### src/rtl/abz_gen.sv
// Quadrature ABZ encoder emulator: steps a position counter toward a target one
// count at a time and drives registered A/B/Z with a minimum edge spacing.
module abz_gen #(
    parameter int BIT_LENGTH = 12,
    parameter int DIV_WIDTH  = 16
) (
    input  logic                  CLK,
    input  logic                  ARSTN,
    input  logic                  EN_IN,
    input  logic                  LOAD_IN,
    input  logic [BIT_LENGTH-1:0] INIT_COUNT,
    input  logic [BIT_LENGTH-1:0] TARGET_IN,
    input  logic [DIV_WIDTH-1:0]  STEP_DIV,
    input  logic [BIT_LENGTH-1:0] Z_COUNT,
    output logic                  A_OUT,
    output logic                  B_OUT,
    output logic                  Z_OUT,
    output logic [BIT_LENGTH-1:0] CUR_POS,
    output logic                  DIR_OUT,
    output logic                  BUSY
);

    typedef enum logic [1:0] {
        IDLE = 2'd0,
        STEP = 2'd1,
        WAIT = 2'd2
    } state_t;

    localparam logic [BIT_LENGTH-1:0] HALF_TURN   = {1'b1, {(BIT_LENGTH-1){1'b0}}};
    localparam logic [BIT_LENGTH-1:0] POS_ONE     = BIT_LENGTH'(1);
    localparam logic [DIV_WIDTH-1:0]  MIN_SPACING = DIV_WIDTH'(2);
    localparam logic [DIV_WIDTH-1:0]  DIV_ONE     = DIV_WIDTH'(1);

    state_t                state_reg, state_next;
    logic [BIT_LENGTH-1:0] pos_reg, pos_next;
    logic [BIT_LENGTH-1:0] diff;
    logic [DIV_WIDTH-1:0]  timer_reg, timer_next;
    logic [DIV_WIDTH-1:0]  reload;
    logic                  dir_reg, dir_next;
    logic                  a_reg, b_reg, z_reg;
    logic                  move_req;
    logic                  go_up;

    always_comb begin
        diff     = TARGET_IN - pos_reg;
        move_req = EN_IN && (diff != '0);
        // Exactly half a turn is ambiguous; resolve it upward.
        go_up    = !diff[BIT_LENGTH-1] || (diff == HALF_TURN);
        reload   = ((STEP_DIV < MIN_SPACING) ? MIN_SPACING : STEP_DIV) - DIV_ONE;

        state_next = state_reg;
        pos_next   = pos_reg;
        dir_next   = dir_reg;
        timer_next = timer_reg;

        if (LOAD_IN) begin
            pos_next   = INIT_COUNT;
            timer_next = reload;
            state_next = WAIT;
        end else begin
            case (state_reg)
                IDLE: begin
                    if (move_req) state_next = STEP;
                end
                STEP: begin
                    if (diff != '0) begin
                        pos_next   = go_up ? (pos_reg + POS_ONE) : (pos_reg - POS_ONE);
                        dir_next   = go_up;
                        timer_next = reload;
                        state_next = WAIT;
                    end else begin
                        state_next = IDLE;
                    end
                end
                WAIT: begin
                    // The STEP cycle itself is the last clock of the spacing,
                    // so leave WAIT as the timer reaches zero.
                    timer_next = timer_reg - DIV_ONE;
                    if (timer_reg <= DIV_ONE) begin
                        state_next = move_req ? STEP : IDLE;
                    end
                end
                default: state_next = IDLE;
            endcase
        end
    end

    always_ff @(posedge CLK or negedge ARSTN) begin
        if (!ARSTN) begin
            state_reg <= IDLE;
            pos_reg   <= '0;
            dir_reg   <= 1'b0;
            timer_reg <= '0;
            a_reg     <= 1'b0;
            b_reg     <= 1'b0;
            z_reg     <= 1'b0;
        end else begin
            state_reg <= state_next;
            pos_reg   <= pos_next;
            dir_reg   <= dir_next;
            timer_reg <= timer_next;
            a_reg     <= pos_next[1] ^ pos_next[0];
            b_reg     <= pos_next[1];
            z_reg     <= (pos_next == Z_COUNT);
        end
    end

    assign A_OUT   = a_reg;
    assign B_OUT   = b_reg;
    assign Z_OUT   = z_reg;
    assign CUR_POS = pos_reg;
    assign DIR_OUT = dir_reg;
    assign BUSY    = (state_reg != IDLE);

endmodule

### config.mk
export PLATFORM = sky130hd
export DESIGN_NAME = abz_gen
export DESIGN_NICKNAME = d
export VERILOG_FILES = /design/src/rtl/abz_gen.sv
export SDC_FILE = /design/constraint.sdc
export NUM_CORES = 1
export LEC_CHECK = 0
export ABC_AREA = 1
export BUFFER_PORTS_ARGS = -buffer_cell sky130_fd_sc_hd__buf_2
export CORE_MARGIN = 4
export CORE_UTILIZATION = 57
export DETAILED_ROUTE_END_ITERATION = 10
export PLACE_DENSITY_LB_ADDON = 0.1
export SLEW_MARGIN = 20
export SYNTH_ARGS = -nofsm -noshare
export SYNTH_HDL_FRONTEND = slang
export SYNTH_SLANG_ARGS = --single-unit
### constraint.sdc
create_clock -name CLK -period 5.2 [get_ports CLK]
set_clock_uncertainty 0.15 [all_clocks]
set_input_delay 0.52 -clock CLK [delete_from_list [all_inputs] [get_ports CLK]]
set_output_delay 0.52 -clock CLK [all_outputs]
set_load 0.03 [all_outputs]
==> results of run 1 <==
-- layout by cell type (no fill, tap or decap), types with 3 or more instances in the layout --
cell type,netlist,final
dfrtp_1,33,33
o211ai_1,4,4
nor2_1,73,73
inv_2,5,5
nor2_2,3,3
nand3_2,7,7
xor2_1,8,8
o21ai_0,31,31
xnor2_1,9,9
buf_2,2,72
o311ai_0,3,3
nand2_2,15,15
o21ai_1,3,3
nand2_1,159,159
nor3_1,5,5
inv_1,119,119
ha_1,24,24
or2_2,8,8
nand3_1,42,42
clkbuf_8,0,6
nand4_1,25,25
a21oi_1,22,22
-- power by group through the flow --
stage | clock network, uW | registers [uW] | logic, uW
after floorplan | 0 | 351 | 438
after global placement | 0 | 330 | 599
after detailed placement | 0 | 330 | 606
after CTS | 264 | 326 | 614
after global routing | 276 | 333 | 699
final | 263 | 327 | 621
-- logic make-up (layout without fill, tap and decap cells) --
group / count (synthesis) / after routing / share of synthesized area [%]
buffers and inverters: 132 / 204 / 13.0
AND/OR/NAND/NOR: 346 / 346 / 40.9
AO/OA/AOI/OAI: 80 / 80 / 12.5
adder cells (fa/ha/maj): 25 / 25 / 8.31
XOR/XNOR: 17 / 17 / 3.87
flip-flops: 33 / 33 / 21.4
-- area by class of cell --
type | count | share of cell area [%]
tap | 77 | 2.19
inverter | 124 | 10.6
multi-input combinational | 468 | 57.5
sequential | 33 | 18.8
timing repair buffer | 72 | 8.21
clock buffer | 7 | 1.97
clock inverter | 1 | 0.684
-- per-stage QoR --
| step | hold slack [ns] | utilization [%] | instance area, um^2 | instances | worst slack (ns) |
|---|---|---|---|---|---|
| 4_1_cts | 0.174 | 68.0 | 4390 | 782 | 0.810 |
| 6_report | 0.141 | 68.0 | 4390 | 782 | 0.714 |
| 5_1_grt | 0.204 | 68.0 | 4390 | 782 | 0.299 |
| 2_1_floorplan | 0.0744 | - | 3850 | 633 | 1.34 |
| 3_3_place_gp | 0.333 | 66.2 | 4270 | 774 | 0.824 |
| 3_5_place_dp | 0.339 | 66.2 | 4270 | 774 | 0.752 |
-- critical path, delay by kind of cell, from the launching register on --
| kind | cells | cell delay [ns] |
|---|---|---|
| AOI/OAI and AO/OA | 3 | 0.64 |
| xor gates and xnor gates | 1 | 0.16 |
| adders and majority gates | 2 | 0.80 |
| buffers and inverters | 2 | 0.34 |
| DFF | 1 | 0.41 |
| and+or+nand+nor | 19 | 1.90 |
-- routing by layer --
metal	track usage (%)	wire, um
met5	0	0
met4	8.80	211
met3	5.01	745
met2	39.9	4580
met1	35.3	4760
-- synth_stat cells, types with 2 or more instances --
cell type  instances
a21oi_1           22
a31oi_1            2
buf_2              2
clkbuf_1           5
dfrtp_1           33
ha_1              24
inv_1            119
inv_2              5
nand2_1          159
nand2_2           15
nand2_4            2
nand3_1           42
nand3_2            7
nand3b_1           2
nand4_1           25
nor2_1            73
nor2_2             3
nor2_4             2
nor3_1             5
o211ai_1           4
o21a_1             2
o21ai_0           31
o21ai_1            3
o311ai_0           3
or2_2              8
xnor2_1            9
xor2_1             8
-- final timing paths --
check / start / to / slack [ns] / cells after the start
min: ARSTN / CUR_POS[5]$_DFF_PN0_ / 0.14 / 1
max reg2reg: CUR_POS[6]$_DFF_PN0_ / Z_OUT$_DFF_PN0_ / 0.71 / 27
max: CUR_POS[6]$_DFF_PN0_ / Z_OUT$_DFF_PN0_ / 0.71 / 27
min reg2reg: DIR_OUT$_DFFE_PN0P_ / DIR_OUT$_DFFE_PN0P_ / 0.35 / 1
max in group asynchronous: ARSTN / timer_reg[6]$_DFFE_PN0P_ / 4.26 / 1
min in group CLK: INIT_COUNT[11] / CUR_POS[11]$_DFF_PN0_ / 0.33 / 3
==> impl_metrics.py, run 1 <==
metrics = {
    "status": {
        "status": "finished, final reports clean",
    },
    "pwr": {
        "comb_power_share_pct": 51.3,
        "seqPwrFrac_pct": 27.0,
        "p_clk_share_pct": 21.8,
        "power.internal_uw": 673,
        "p_per_area_nw_per_um2": 276,
        "p_sw_share_pct": 44.4,
        "power_uw": 1210,
        "p_leak_uw": 0.00245,
        "switching_power_uw": 537,
        "ir_worst_vdd_v": 0.000201,
    },
    "cts": {
        "clkSinkCount": 33,
        "post_cts_buffers": 0,
        "htree_levels": 2,
        "holdBufCountCts": 0,
        "cts_buffers": 5,
        "clockBufferDepth": 2,
        "cts_root_buf": "clkbuf_8",
        "cts_resized": 0,
        "clkLatencyLatePin_ns": 0.30,
        "clkTransAtPathRegs_ns": 0.08,
        "tritoncts": "built",
    },
    "timing": {
        "max_freq_mhz": 223,
        "layout_min_cycle_time_ns": 4.49,
        "relSlewSlack_pct": 48.4,
        "hold_violations": 0,
        "worst_pin_slew_ns": 0.775,
        "maxSlewViolCount": 0,
        "setup_violations": 0,
        "min_period_over_period_pct": 86.3,
        "tns_ns": 0,
        "rsz0062_at_grt": "false",
    },
    "cells_and_area": {
        "area_delta_synth_final_pct": 13.9,
        "seqCellArea_um2": 826,
        "multiInputGateArea_um2": 2520,
        "fill_cells": 572,
        "largest_register_ffs": 16,
        "drive_gt1_share_pct": 17.4,
        "diodes": 0,
        "nets": 785,
    },
    "synthesis": {
        "synth_async_sr_flop_share_pct": 100,
        "yosys_warnings": 0,
        "syn_area_per_cell_um2": 6.09,
        "seq_area_frac_synth_pct": 21.4,
        "synth_top_area_share_pct": 21.4,
        "syn-num-nets": 714,
        "synth_edf_count": 0,
        "synthTopCellsByArea": "dfrtp_1 (21%), nand2_1 (15%), inv_1 (12%)",
        "synth_cells": 633,
        "ys_ff_latch": 33,
        "synth_top_area_cell": "dfrtp_1",
        "ys.flop_type": "dfrtp_1",
        "netlist_area_um2": 3850,
        "synth.distinct_cells": 45,
    },
    "detailed_routing": {
        "finalWirelength_um": 10300,
        "drc": 0,
        "wl_per_cell_um": 13.2,
        "routed_via_density": 5.37,
        "vias": 4200,
        "drt_iter0_markers": 247,
        "ant_nets": 0,
        "first_pass_iters": 4,
    },
    "hold_path": {
        "hold_path_class": "primary input to asynchronous set/reset pin",
    },
    "die": {
        "io_pins": 73,
        "coreArea_um2": 6460,
        "die_w_um": 90.2,
        "initial_utilization_pct": 59.6,
        "die_height_um": 90.2,
        "rows": 29,
        "dieArea_um2": 8140,
    },
    "worst_setup_path": {
        "start_kind": "flop",
        "crit_required_ns": 5.28,
        "cp_max_fo": 12,
        "crit_path_top_delay_cell": "ha_1",
        "worstPathArrival_ns": 4.57,
        "end_kind": "flop",
        "crit_type": "flop to flop",
        "cp_common_cell": "nand2_1",
        "slowest_delay_ns": 0.43,
    },
    "placement": {
        "place.gp.congestion": 0.903,
        "port_buffers": 72,
        "dpl.hpwl_um": 8190,
    },
    "flow_run": {
        "cap_violations": 0,
    },
    "grt": {
        "grt_max_degree": 34,
        "grt_pass1_wl_um": 17500,
        "grt.total_usage_pct": 25.6,
        "antenna_found_initial": 0,
        "grt_pass1_vias": 4032,
        "grt_overflow": 0,
    },
}
Power figures use the tool's default switching activity.
==> run 2, diff against run 1 <==
CELL_PAD_IN_SITES_DETAIL_PLACEMENT = 1   (was unset)
CELL_PAD_IN_SITES_GLOBAL_PLACEMENT = 1   (was unset)
CORE_UTILIZATION = 39   (was 57)
==> run 2 against run 1 <==
Against the previous run:
- sequential power barely moved
- worst hold slack improved by 0.044 ns
- register-to-register slack worse by 0.15 ns
- routed wire length grew 26%
- via count grew 1.4%
- clock power hardly changed
- power rose by 2.0%
- global-route usage is 2.4 points lower
- design area is 1.6% higher
- die area grew 42%
- cell count up 7.2%
- sequential share of layout area shrank 0.29 points
- largest cell class unchanged
==> impl_metrics.py, run 2 (synthesis results as in run 1) <==
metrics = {
    "worst_setup_path": {
        "r2r-start": "CUR_POS[1]$_DFF_PN0_",
        "r2r_end": "Z_OUT$_DFF_PN0_",
        "crit_path_top_delay_cell": "dfrtp_1",
        "start_kind": "flop",
        "setup.worst_path.start": "CUR_POS[1]$_DFF_PN0_",
        "crit_path_end": "Z_OUT$_DFF_PN0_",
        "end_kind": "flop",
        "cp_max_fo": 12,
        "r2r_slack_ns": 0.57,
        "crit_required_ns": 5.29,
        "crit_type": "flop to flop",
        "reg2reg_depth": 30,
        "slowest_delay_ns": 0.48,
        "worstPathArrival_ns": 4.72,
        "cp_common_cell": "nand2_1",
    },
    "grt": {
        "grt_pass1_vias": 4446,
        "grt_max_degree": 34,
        "grt_overflow": 0,
        "grt_pass1_wl_um": 21300,
        "antenna_found_initial": 0,
        "grt.total_usage_pct": 23.1,
    },
    "cells_and_area": {
        "drive_gt1_share_pct": 17.6,
        "area_delta_synth_final_pct": 15.7,
        "final_common_cell": "nand2_1",
        "largest_register_ffs": 16,
        "nets": 785,
        "layout_common_cells": "nand2_1 (159), inv_1 (119), nor2_1 (73), buf_2 (72), nand3_1 (42)",
        "final_util_pct": 46.0,
        "diodes": 0,
    },
    "cts": {
        "cts_resized": 0,
        "cts_root_buf": "clkbuf_8",
        "holdBufCountCts": 0,
        "cts_buffers": 5,
        "clockBufferDepth": 2,
        "clkLatencyLatePin_ns": 0.30,
        "tritoncts": "built",
        "clkSinkCount": 33,
        "clkTransAtPathRegs_ns": 0.08,
        "htree_levels": 2,
        "post_cts_buffers": 0,
    },
    "timing": {
        "hold_violations": 0,
        "worst_pin_slew_ns": 0.882,
        "finalWorstSetupSlack_ns": 0.565,
        "relSlewSlack_pct": 41.2,
        "layout_min_cycle_time_ns": 4.63,
        "tns_ns": 0,
        "max_freq_mhz": 216,
        "setup_violations": 0,
        "min_period_over_period_pct": 89.1,
        "rsz0062_at_grt": "false",
        "maxSlewViolCount": 0,
    },
    "detailed_routing": {
        "drc": 0,
        "routed_via_density": 5.08,
        "vias": 4257,
        "first_pass_iters": 4,
        "drt_iter0_markers": 138,
        "ant_nets": 0,
        "wl_per_cell_um": 15.5,
        "finalWirelength_um": 13000,
    },
    "die": {
        "die_w_um": 107,
        "rows": 36,
        "initial_utilization_pct": 39.8,
        "io_pins": 73,
        "dieArea_um2": 11500,
        "die_height_um": 107,
        "coreArea_um2": 9680,
    },
    "status": {
        "status": "finished, final reports clean",
    },
    "hold_path": {
        "hold_path_class": "primary input to asynchronous set/reset pin",
    },
    "pwr": {
        "p_per_area_nw_per_um2": 277,
        "p_sw_share_pct": 46.4,
        "power.internal_uw": 662,
        "switching_power_uw": 572,
        "p_clk_share_pct": 21.4,
        "seqPwrFrac_pct": 26.7,
        "p_leak_uw": 0.00244,
        "comb_power_share_pct": 51.9,
        "ir_worst_vdd_v": 0.000159,
        "power_uw": 1230,
    },
    "placement": {
        "place.gp.congestion": 0.895,
        "dpl.hpwl_um": 10700,
        "place_ws_ns": 0.511,
        "port_buffers": 72,
    },
    "flow_run": {
        "cap_violations": 0,
    },
}
==> run 2: cell types whose count changed in the layout (fill, tap and decap cells not counted) <==
cell and change:
clkbuf_1 -1, clkbuf_8 -1, clkinv_4 +1, clkinvlp_4 +1
==> run 2: final cells by class <==
class,instances,area [um^2]
inverter,124,465
clock buffer,5,68.8
clock inverter,3,46.3
fill,1371,5230
sequential,33,826
multi-input combinational,468,2520
timing repair buffer,72,360
tap,133,166
==> run 2: worst max-delay path, delay by kind of cell (launching register included) <==
kind                     cells  cell delay, ns
buffers and inverters        2            0.49
AO/OA/AOI/OAI                3            0.63
XOR/XNOR                     1            0.20
adder cells (fa/ha/maj)      2            0.72
flip-flops                   1            0.48
AND/OR/NAND/NOR             22            1.89
==> run 2: routing by layer <==
layer	up-vias	routed length, um	track usage (%)
li1	2165	-	-
met1	2022	6250	30.8
met2	58	6260	40.1
met3	12	272	3.06
met4	0	165	4.60
met5	-	0	0
==> run 2: power by group through the flow <==
stage	sequential (uW)	clock, uW	combinational (uW)
3_3_place_gp	332	0	619
3_5_place_dp	334	0	636
5_1_grt	335	278	728
2_1_floorplan	351	0	438
6_report	330	264	641
4_1_cts	329	268	644
==> run 2: worst min-delay path by stage <==
stage / endpoint / slack (ns)
5_1_grt: timer_reg[10]$_DFFE_PN0P_ / 0.24
3_3_place_gp: timer_reg[5]$_DFFE_PN0P_ / 0.35
4_1_cts: timer_reg[15]$_DFFE_PN0P_ / 0.22
3_5_place_dp: DIR_OUT$_DFFE_PN0P_ / 0.34
2_1_floorplan: A_OUT$_DFF_PN0_ / 0.07
6_report: timer_reg[15]$_DFFE_PN0P_ / 0.19
==> run 2: per-stage QoR <==
step	cells	hold slack (ns)	cell area [um^2]
floorplan	633	0.0744	3850
global placement	830	0.345	4340
detailed placement	830	0.344	4340
CTS	838	0.220	4460
global route	838	0.238	4460
finish	838	0.185	4460
==> run 3, diff against run 2 <==
GPL_TIMING_DRIVEN = 0   (was unset)
RECOVER_POWER = 100   (was unset)
==> run 3 against run 2 <==
Against the previous run:
- the flow now finishes with violations (max-capacitance violations, max-slew violations)
- routed wire length is 0.50% lower
- die area stayed put
- global-route usage hardly changed
- worst hold slack better by 0.15 ns
- worst setup slack worse by 0.023 ns
- critical endpoint unchanged
==> impl_metrics.py, run 3 (synthesis results as in run 1) <==
metrics = {
    "cts": {
        "tritoncts": "built",
        "clockBufferDepth": 2,
        "htree_levels": 2,
        "cts_root_buf": "clkbuf_8",
        "cts_buffers": 5,
        "clkLatencyLatePin_ns": 0.29,
        "clkSinkCount": 33,
        "clkTransAtPathRegs_ns": 0.08,
        "holdBufCountCts": 0,
    },
    "status": {
        "violations": "max-capacitance violations, max-slew violations",
        "status": "finished, violations left",
    },
    "cells_and_area": {
        "seqCellArea_um2": 826,
        "fill_cells": 1421,
        "final_area_um2": 4480,
        "fin_cells": 852,
        "diodes": 0,
        "drive_gt1_share_pct": 15.0,
        "multiInputGateArea_um2": 2490,
        "final_util_pct": 46.3,
        "layout_common_cells": "nand2_1 (161), inv_1 (118), nor2_1 (74), buf_2 (54), nand3_1 (43)",
        "area_delta_synth_final_pct": 16.4,
        "final_common_cell": "nand2_1",
        "largest_register_ffs": 16,
        "nets": 799,
    },
    "detailed_routing": {
        "highest_layer": "met4",
        "first_pass_iters": 4,
        "routed_via_density": 5.11,
        "finalWirelength_um": 12900,
        "drc": 0,
        "wl_per_cell_um": 15.1,
        "drt_iter0_markers": 152,
        "vias": 4352,
        "wl_met3_um": 469,
        "wl_met1_um": 6030,
        "met2_wirelength_um": 6280,
        "ant_nets": 0,
    },
    "worst_setup_path": {
        "cp_common_cell": "nand2_1",
        "crit_path_top_delay_cell": "dfrtp_1",
        "end_kind": "flop",
        "crit_required_ns": 5.27,
        "start_kind": "flop",
        "slowest_delay_ns": 0.50,
        "cp_max_fo": 10,
        "r2r_slack_ns": 0.54,
        "worstPathArrival_ns": 4.73,
        "reg2reg_depth": 29,
        "r2r-start": "CUR_POS[1]$_DFF_PN0_",
        "r2r_end": "Z_OUT$_DFF_PN0_",
        "crit_type": "flop to flop",
    },
    "pwr": {
        "p_sw_share_pct": 45.9,
        "power.internal_uw": 671,
        "power_uw": 1240,
        "p_clk_share_pct": 20.9,
        "p_leak_uw": 0.00240,
        "comb_power_share_pct": 52.5,
        "ir_worst_vdd_v": 0.000134,
        "seqPwrFrac_pct": 26.6,
        "p_per_area_nw_per_um2": 277,
        "switching_power_uw": 570,
    },
    "timing": {
        "min_period_over_period_pct": 89.6,
        "worst_pin_slew_ns": 2.13,
        "setup_violations": 0,
        "layout_min_cycle_time_ns": 4.66,
        "hold_violations": 0,
        "rsz0062_at_grt": "false",
        "max_freq_mhz": 215,
        "maxSlewViolCount": 34,
        "relSlewSlack_pct": -41.7,
        "tns_ns": 0,
    },
    "grt": {
        "grt_overflow": 0,
        "antenna_found_initial": 0,
        "grt_pass1_vias": 4569,
        "grt_pass1_wl_um": 21500,
        "grt.total_usage_pct": 23.1,
        "grt_max_degree": 34,
    },
    "flow_run": {
        "cap_violations": 1,
    },
    "die": {
        "die_w_um": 107,
        "io_pins": 73,
        "rows": 36,
        "initial_utilization_pct": 39.8,
        "dieArea_um2": 11500,
        "die_height_um": 107,
        "coreArea_um2": 9680,
    },
    "hold_path": {
        "min_to": "state_reg[0]$_DFFE_PN0P_",
        "hold_path_class": "primary input to flop",
        "worstHoldStart": "EN_IN",
        "whs_path_depth": 3,
    },
    "placement": {
        "port_buffers": 72,
        "place.gp.congestion": 0.893,
        "dp.cells": 838,
        "dpl.hpwl_um": 10800,
        "dpl_cell_area_um2": 4380,
    },
}
==> run 3: how the worst max path moves through the flow <==
stage	endpoint	startpoint	cells after the start
floorplan	Z_OUT$_DFF_PN0_	CUR_POS[1]$_DFF_PN0_	28
global placement	Z_OUT$_DFF_PN0_	CUR_POS[1]$_DFF_PN0_	29
detailed placement	Z_OUT$_DFF_PN0_	CUR_POS[1]$_DFF_PN0_	29
CTS	Z_OUT$_DFF_PN0_	CUR_POS[1]$_DFF_PN0_	29
global route	Z_OUT$_DFF_PN0_	CUR_POS[1]$_DFF_PN0_	30
finish	Z_OUT$_DFF_PN0_	CUR_POS[1]$_DFF_PN0_	29
==> run 3: area by class of cell <==
type | count | area share [%]
multi-input combinational | 468 | 55.6
sequential | 33 | 18.4
inverter | 124 | 10.5
timing repair buffer | 78 | 8.46
tap | 133 | 3.71
clock buffer | 5 | 1.54
clock inverter | 3 | 1.03
buffer | 8 | 0.754
==> run 3: repair_timing <==
| action | CTS | global route |
|---|---|---|
| resized for setup | 0 | 1 |
| buffers inserted | 0 | 6 |
| setup endpoints to repair | 0 | 1 |
| endpoints found under the hold margin | 0 | 0 |
==> run 3: metal layers <==
metal,up-vias,global-route usage (%)
met1,2063,30.5
li1,2201,-
met2,75,40.9
met4,0,4.06
met3,13,2.82
met5,-,0
==> run 3: critical path, delay by kind of cell (launching register included) <==
| kind | cells | cell delay, ns |
|---|---|---|
| simple gates | 21 | 2.00 |
| fa+ha+maj | 2 | 0.78 |
| buf+inv | 3 | 0.58 |
| flops | 1 | 0.50 |
| compound gates | 2 | 0.38 |
| xor+xnor | 1 | 0.16 |
==> run 3: per-stage QoR <==
step / hold slack [ns] / worst slack (ns)
after floorplan: 0.0744 / 1.34
after global placement: 0.340 / 0.645
after detailed placement: 0.356 / 0.548
after CTS: 0.231 / 0.490
after global routing: 0.329 / 0.0131
final: 0.337 / 0.542
==> run 3: power by group through the flow <==
stage	Clock, uW	Combinational, uW	Sequential (uW)
floorplan	0	438	351
global placement	0	618	332
detailed placement	0	639	335
CTS	264	644	330
global route	278	740	336
finish	259	651	330
